**src/rtl/spi_nor_responder.sv**
```systemverilog
// spi_nor_responder
//   SPI NOR flash slave (mode 0) backed by an internal byte memory. It is the
//   far-end partner of the APB-to-SPI NOR controller. All SPI pins are
//   oversampled on p_clk, so p_clk must run at least 4x faster than s_clk.
//   Supported opcodes: WREN 06, WRDI 04, RDSR 05, RDID 9F, READ 03, PP 02.
//
// Ports
//   p_clk        in   system clock
//   p_rst        in   synchronous active-high reset (memory is not cleared)
//   s_clk        in   SPI clock from master
//   s_css        in   chip select, active low
//   s_mosi       in   master-out serial data, sampled on s_clk rise
//   s_miso       out  slave-out serial data, updated on s_clk fall, 0 when idle
//   wel          out  write-enable latch
//   wr_strobe    out  one-cycle pulse per byte written to memory
//   frame_active out  high while a selected frame is in progress
//
// state     | meaning
// ----------+-----------------------------------------------------------
// ST_IDLE   | deselected, waiting for s_css fall
// ST_CMD    | shifting in the opcode byte
// ST_ADDR   | shifting in the 3 address bytes (READ or PP)
// ST_STAT   | returning the status register on every byte
// ST_ID     | returning JEDEC ID bytes, then zeros
// ST_RDATA  | returning memory bytes, address wraps over the whole array
// ST_PROG   | writing received bytes, address wraps within the page
// ST_IGNORE | consuming clocks until deselect, s_miso held at 0

module spi_nor_responder #(
    parameter int          MEM_AW   = 8,
    parameter int          PAGE_AW  = 4,
    parameter logic [23:0] JEDEC_ID = 24'hEF4016
) (
    input  logic p_clk,
    input  logic p_rst,
    input  logic s_clk,
    input  logic s_css,
    input  logic s_mosi,
    output logic s_miso,
    output logic wel,
    output logic wr_strobe,
    output logic frame_active
);

    typedef enum logic [2:0] {
        ST_IDLE, ST_CMD, ST_ADDR, ST_STAT, ST_ID, ST_RDATA, ST_PROG, ST_IGNORE
    } state_t;

    localparam logic [MEM_AW-1:0] PAGE_MASK = MEM_AW'((32'd1 << PAGE_AW) - 32'd1);

    logic sclk_meta, sclk_sync, sclk_prev;
    logic css_meta, css_sync, css_prev;
    logic mosi_meta, mosi_sync;

    state_t            state, state_nxt;
    logic [2:0]        bit_cnt, bit_cnt_nxt;
    logic [1:0]        byte_cnt, byte_cnt_nxt;
    logic [6:0]        shift_in, shift_in_nxt;
    logic [7:0]        tx_sh, tx_sh_nxt;
    logic [MEM_AW-1:0] addr, addr_nxt;
    logic              is_read, is_read_nxt;
    logic              is_pp, is_pp_nxt;
    logic              wel_nxt, miso_nxt, wr_strobe_nxt, mem_we;

    // Stored inverted so that power-on-zero storage reads back as erased (8'hFF).
    logic [7:0]        mem_n [0:(1<<MEM_AW)-1];

    // Synchronizers are deliberately not reset: after a mid-frame reset the
    // edge history stays valid, so a still-low s_css does not look like a new
    // frame start.
    always_ff @(posedge p_clk) begin
        sclk_meta <= s_clk;
        sclk_sync <= sclk_meta;
        sclk_prev <= sclk_sync;
        css_meta  <= s_css;
        css_sync  <= css_meta;
        css_prev  <= css_sync;
        mosi_meta <= s_mosi;
        mosi_sync <= mosi_meta;
    end

    logic rise_p, fall_p, css_fall, css_rise, byte_done;
    logic [7:0]        rx_byte, rd_first, rd_next;
    logic [MEM_AW-1:0] addr_shift, addr_inc, addr_page_inc;

    assign rise_p    = sclk_sync & ~sclk_prev;
    assign fall_p    = ~sclk_sync & sclk_prev;
    assign css_fall  = css_prev & ~css_sync;
    assign css_rise  = ~css_prev & css_sync;
    assign rx_byte   = {shift_in, mosi_sync};
    assign byte_done = (state != ST_IDLE) && rise_p && (bit_cnt == 3'd7);

    // Address bytes are shifted through an MEM_AW-wide register; after three
    // bytes only the low MEM_AW bits of the wire address remain.
    assign addr_shift    = MEM_AW'({addr, rx_byte});
    assign addr_inc      = addr + 1'b1;
    assign addr_page_inc = (addr & ~PAGE_MASK) | (addr_inc & PAGE_MASK);
    assign rd_first      = ~mem_n[addr_shift];
    assign rd_next       = ~mem_n[addr_inc];

    assign frame_active = (state != ST_IDLE);

    always_comb begin
        state_nxt     = state;
        bit_cnt_nxt   = bit_cnt;
        byte_cnt_nxt  = byte_cnt;
        shift_in_nxt  = shift_in;
        tx_sh_nxt     = tx_sh;
        addr_nxt      = addr;
        is_read_nxt   = is_read;
        is_pp_nxt     = is_pp;
        wel_nxt       = wel;
        miso_nxt      = s_miso;
        wr_strobe_nxt = 1'b0;
        mem_we        = 1'b0;

        if (state == ST_IDLE) begin
            if (css_fall) begin
                state_nxt    = ST_CMD;
                bit_cnt_nxt  = 3'd0;
                byte_cnt_nxt = 2'd0;
                tx_sh_nxt    = 8'h00;
                addr_nxt     = '0;
                is_read_nxt  = 1'b0;
                is_pp_nxt    = 1'b0;
                miso_nxt     = 1'b0;
            end
        end else begin
            if (fall_p) begin
                miso_nxt  = tx_sh[7];
                tx_sh_nxt = {tx_sh[6:0], 1'b0};
            end
            if (rise_p) begin
                shift_in_nxt = rx_byte[6:0];
                bit_cnt_nxt  = bit_cnt + 3'd1;
            end
            if (byte_done) begin
                tx_sh_nxt = 8'h00;
                case (state)
                    ST_CMD: begin
                        state_nxt = ST_IGNORE;
                        case (rx_byte)
                            8'h06: wel_nxt = 1'b1;
                            8'h04: wel_nxt = 1'b0;
                            8'h05: begin
                                state_nxt = ST_STAT;
                                tx_sh_nxt = {6'b0, wel, 1'b0};
                            end
                            8'h9F: begin
                                state_nxt    = ST_ID;
                                tx_sh_nxt    = JEDEC_ID[23:16];
                                byte_cnt_nxt = 2'd1;
                            end
                            8'h03: begin
                                state_nxt   = ST_ADDR;
                                is_read_nxt = 1'b1;
                            end
                            8'h02: begin
                                is_pp_nxt = 1'b1;
                                if (wel) state_nxt = ST_ADDR;
                            end
                            default: state_nxt = ST_IGNORE;
                        endcase
                    end
                    ST_ADDR: begin
                        addr_nxt     = addr_shift;
                        byte_cnt_nxt = byte_cnt + 2'd1;
                        if (byte_cnt == 2'd2) begin
                            if (is_read) begin
                                state_nxt = ST_RDATA;
                                tx_sh_nxt = rd_first;
                            end else begin
                                state_nxt = ST_PROG;
                            end
                        end
                    end
                    ST_STAT: tx_sh_nxt = {6'b0, wel, 1'b0};
                    ST_ID: begin
                        case (byte_cnt)
                            2'd1: tx_sh_nxt = JEDEC_ID[15:8];
                            2'd2: tx_sh_nxt = JEDEC_ID[7:0];
                            default: tx_sh_nxt = 8'h00;
                        endcase
                        if (byte_cnt != 2'd3) byte_cnt_nxt = byte_cnt + 2'd1;
                    end
                    ST_RDATA: begin
                        addr_nxt  = addr_inc;
                        tx_sh_nxt = rd_next;
                    end
                    ST_PROG: begin
                        mem_we        = 1'b1;
                        wr_strobe_nxt = 1'b1;
                        addr_nxt      = addr_page_inc;
                    end
                    default: tx_sh_nxt = 8'h00;
                endcase
            end
            // A byte finishing in the same cycle as deselect still counts.
            if (css_rise) begin
                state_nxt   = ST_IDLE;
                bit_cnt_nxt = 3'd0;
                miso_nxt    = 1'b0;
                if (is_pp_nxt) wel_nxt = 1'b0;
            end
        end
    end

    always_ff @(posedge p_clk) begin
        if (p_rst) begin
            state     <= ST_IDLE;
            bit_cnt   <= 3'd0;
            byte_cnt  <= 2'd0;
            shift_in  <= 7'd0;
            tx_sh     <= 8'h00;
            addr      <= '0;
            is_read   <= 1'b0;
            is_pp     <= 1'b0;
            wel       <= 1'b0;
            s_miso    <= 1'b0;
            wr_strobe <= 1'b0;
        end else begin
            state     <= state_nxt;
            bit_cnt   <= bit_cnt_nxt;
            byte_cnt  <= byte_cnt_nxt;
            shift_in  <= shift_in_nxt;
            tx_sh     <= tx_sh_nxt;
            addr      <= addr_nxt;
            is_read   <= is_read_nxt;
            is_pp     <= is_pp_nxt;
            wel       <= wel_nxt;
            s_miso    <= miso_nxt;
            wr_strobe <= wr_strobe_nxt;
        end
    end

    always_ff @(posedge p_clk) begin
        if (mem_we && !p_rst) mem_n[addr] <= ~rx_byte;
    end

endmodule

```
**config.mk**
```make
export PLATFORM = sky130hd
export DESIGN_NAME = spi_nor_responder
export DESIGN_NICKNAME = d
export VERILOG_FILES = /design/src/rtl/spi_nor_responder.sv
export SDC_FILE = /design/constraint.sdc
export NUM_CORES = 2
export LEC_CHECK = 0
export ABC_AREA = 1
export CELL_PAD_IN_SITES_DETAIL_PLACEMENT = 0
export CELL_PAD_IN_SITES_GLOBAL_PLACEMENT = 2
export CORE_ASPECT_RATIO = 0.9
export CORE_UTILIZATION = 42
export CTS_BUF_LIST = sky130_fd_sc_hd__clkbuf_4 sky130_fd_sc_hd__clkbuf_8
export DETAILED_ROUTE_END_ITERATION = 16
export DONT_BUFFER_PORTS = 1
export PLACE_DENSITY = 0.9
export SETUP_SLACK_MARGIN = 0.3
export SKIP_CTS_REPAIR_TIMING = 1
export SLEW_MARGIN = 20
export SYNTH_ARGS = -nofsm -noshare
export SYNTH_HDL_FRONTEND = slang
export SYNTH_SLANG_ARGS = --single-unit
export TNS_END_PERCENT = 10
```
**constraint.sdc**
```tcl
create_clock -name p_clk -period 6.7 [get_ports p_clk]
set_clock_uncertainty 0.15 [all_clocks]
set_input_delay 0 -clock p_clk [delete_from_list [all_inputs] [get_ports p_clk]]
set_output_delay 0 -clock p_clk [all_outputs]
set_load 0.01 [all_outputs]
```
==> impl_metrics.env <==
export IMPL_status="finished, final reports clean"
export IMPL_drc_errors=0
export IMPL_hp_class="flop to flop"
export IMPL_cts_max_path_buffers=4
export IMPL_row_count=173
export IMPL_ys_seq_area_frac=0.595
export IMPL_clock_latency_ns=1.06
export IMPL_ys_async_sr_fraction=0
export IMPL_crit_top_cell="nand2_1"
export IMPL_critPathCapture="tx_sh[1]$_SDFFE_PP0P_"
export IMPL_layout_common_cells="4707 x nand2_1, 2131 x nand3_1, 2048 x edfxtp_1"
export IMPL_design_area_um2=114000
export IMPL_cts_tree="yes"
export IMPL_ys_ff_latch=2092
export IMPL_crit_chain="ha_1 -> nand2_4 -> xor2_4 -> buf_4 -> inv_2 -> buf_4 -> nand3_1 -> nand3_1 -> nand2_1 -> nand2_1 -> nand3_1 -> nand3_1 -> nand2_1 -> nand2_1 -> nand2_1 -> a21oi_2 -> dlygate4sd3_1"
export IMPL_place_area_um2=107000
export IMPL_slowest_stage="inv_2"
export IMPL_tns_ns=0
export IMPL_reg2regPathDepth=17
export IMPL_numClockSinks=2092
export IMPL_drive_above_1_share=0.0684
export IMPL_yosys_warnings=0
export IMPL_wl_per_cell_um=27.3
export IMPL_antenna_found_initial=12
export IMPL_die_h_um=476
export IMPL_cts_made_buffers=357
export IMPL_hold_depth=0
export IMPL_syn_nets=11836
export IMPL_path_max_fanout=33
export IMPL_globalplace_congestion=0.950
export IMPL_yosysTopAreaCell="edfxtp_1"
export IMPL_core_area_um2=248000
export IMPL_die_area_um2=252000
export IMPL_setup_viol=0
export IMPL_syn_avg_cell_area_um2=8.87
export IMPL_final_common_cell="nand2_1"
export IMPL_ff2ff_setup_slack_ns=0.97
export IMPL_drt_total_wl_um=413000
export IMPL_drv_slew=0
export IMPL_ctsRootBufferMaster="clkbuf_8"
export IMPL_grt_start_max_net_pins=175
export IMPL_finalPower_mw=40.0
export IMPL_fmax_mhz=174
export IMPL_grt_pass1_vias=85086
export IMPL_critPathLaunchType="flop"
export IMPL_antenna_left=0
export IMPL_dp_cells=14491
export IMPL_yosysTopAreaCellShare=0.586
export IMPL_finalHoldViolations=0
export IMPL_rr_endpoint="tx_sh[1]$_SDFFE_PP0P_"
export IMPL_fin_nets=11558
export IMPL_io_pins=9
export IMPL_area_growth_pct=8.82
export IMPL_power_density_nw_per_um2=350
export IMPL_via_count=90479
export IMPL_htree_levels=5
export IMPL_synth_edf_count=2048
export IMPL_critical_path_required_ns=7.53
export IMPL_path_delay_family="buffers and inverters"
export IMPL_grt_util_all_layers=0.321
export IMPL_finalNonFillerCells=15154
export IMPL_hp_start="sclk_sync$_DFF_P_"
export IMPL_post_dp_hpwl_um=237000
export IMPL_vias_per_cell=5.97
export IMPL_endpoint_kind="flop"
export IMPL_syn_inst=11820
export IMPL_synth_ff_type="edfxtp_1"
export IMPL_clk_pin_slew_ns=0.07
export IMPL_post_route_util=0.461
export IMPL_worst_pin_slew_ns=1.25
export IMPL_final_min_period_over_clock_period=0.856
export IMPL_synth_cell_type_count=47
export IMPL_rsz0062_at_grt="false"
export IMPL_initial_core_util=0.424
export IMPL_path_depth=17
export IMPL_ir_drop_mv=0.298
export IMPL_max_cap_violations=0
export IMPL_synth_area_top_cells="edfxtp_1 59%, nand2_1 17%, nand3_1 10%"
export IMPL_arrival_ns=6.57
export IMPL_slowest_delay_ns=0.69
export IMPL_netlist_area_um2=105000
export IMPL_drt_iter0_drc=13471
export IMPL_overflow=0
export IMPL_first_pass_iters=7
export IMPL_startpoint="addr[0]$_SDFFE_PP0P_"
export IMPL_chipWidth_um=529
export IMPL_grt_pass1_wl_um=593000
export IMPL_relSlewSlack=0.165
export IMPL_period_needed_ns=5.73
export IMPL_p_leak_nw=42.8
export IMPL_portBuffers=0
export IMPL_path_class="flop to flop"
export IMPL_path_buf_inv=4
export IMPL_worstReg2RegStart="addr[0]$_SDFFE_PP0P_"
through the flow:
| stage | setup WS [ns] | hold WS [ns] |
|---|---|---|
| floorplan | 0.459 | -0.122 |
| global placement | 1.43 | -0.122 |
| detailed placement | 1.49 | -0.122 |
| CTS | 1.47 | -1.24 |
| global route | 0.912 | 0.214 |
| finish | 0.968 | 0.209 |
power by group:
part	switching, mW	internal [mW]	total, mW	leakage (nW)
combinational	10.3	3.00	13.3	20.8
sequential	0.140	15.0	15.2	18.3
clock	5.58	6.00	11.6	3.61
total	16.0	24.0	40.0	42.8
synth_stat cells (75+ instances only):
cell / number
nand2_1: 4717
nand3_1: 2139
edfxtp_1: 2048
nor2_1: 702
buf_2: 495
a21oi_1: 314
inv_1: 286
o21ai_0: 238
nand4_1: 197
clkbuf_1: 195
a22oi_1: 96
buf_1: 75
worst register-to-register path: stages, from the launching register on:
cell and delay (ns):
dfxtp_4 0.68, ha_1 0.49, nand2_4 0.49, xor2_4 0.35, buf_4 0.28, inv_2 0.70
buf_4 0.68, nand3_1 0.33, nand3_1 0.28, nand2_1 0.15, nand2_1 0.09, nand3_1 0.07
nand3_1 0.09, nand2_1 0.06, nand2_1 0.07, nand2_1 0.06, a21oi_2 0.12, dlygate4sd3_1 0.55
metal layers:
layer  track usage  up-vias  wire length, um
met3        0.0845     1092            51300
met1         0.442    43617           164000
met5             0        -               69
met2         0.474     5982           177000
li1              -    39776                -
met4         0.146       12            20400
registers in the layout, indices dropped and copies added, names as in the netlist, 2 cells and up:
| register | count |
|---|---|
| mem_n | 2048 |
| addr | 8 |
| tx_sh | 8 |
| shift_in | 7 |
| bit_cnt | 3 |
| state | 3 |
| byte_cnt | 2 |
worst min path at each step:
stage	to
after floorplan	css_meta$_DFF_P_
after global placement	sclk_meta$_DFF_P_
after detailed placement	sclk_meta$_DFF_P_
after CTS	css_meta$_DFF_P_
after global routing	sclk_prev$_DFF_P_
final	sclk_prev$_DFF_P_
cell type report:
type	instances	area (um2)
sequential	2092	62400
multi-input combinational	8584	37300
fill	23372	134000
tap	3325	4160
timing repair buffer	204	2200
inverter	303	1250
antenna	6	15.0
clock inverter	178	1050
clock buffer	462	5790
logic make-up after synthesis:
logic type      Yosys count  share of synthesized area
compound gates          764                     0.0404
xor+xnor                  3                   0.000465
fa+ha+maj                11                    0.00131
buf+inv                1144                     0.0516
flops                  2092                      0.595
simple gates           7806                      0.311
Note: power is estimated with default switching activity, not from simulation.
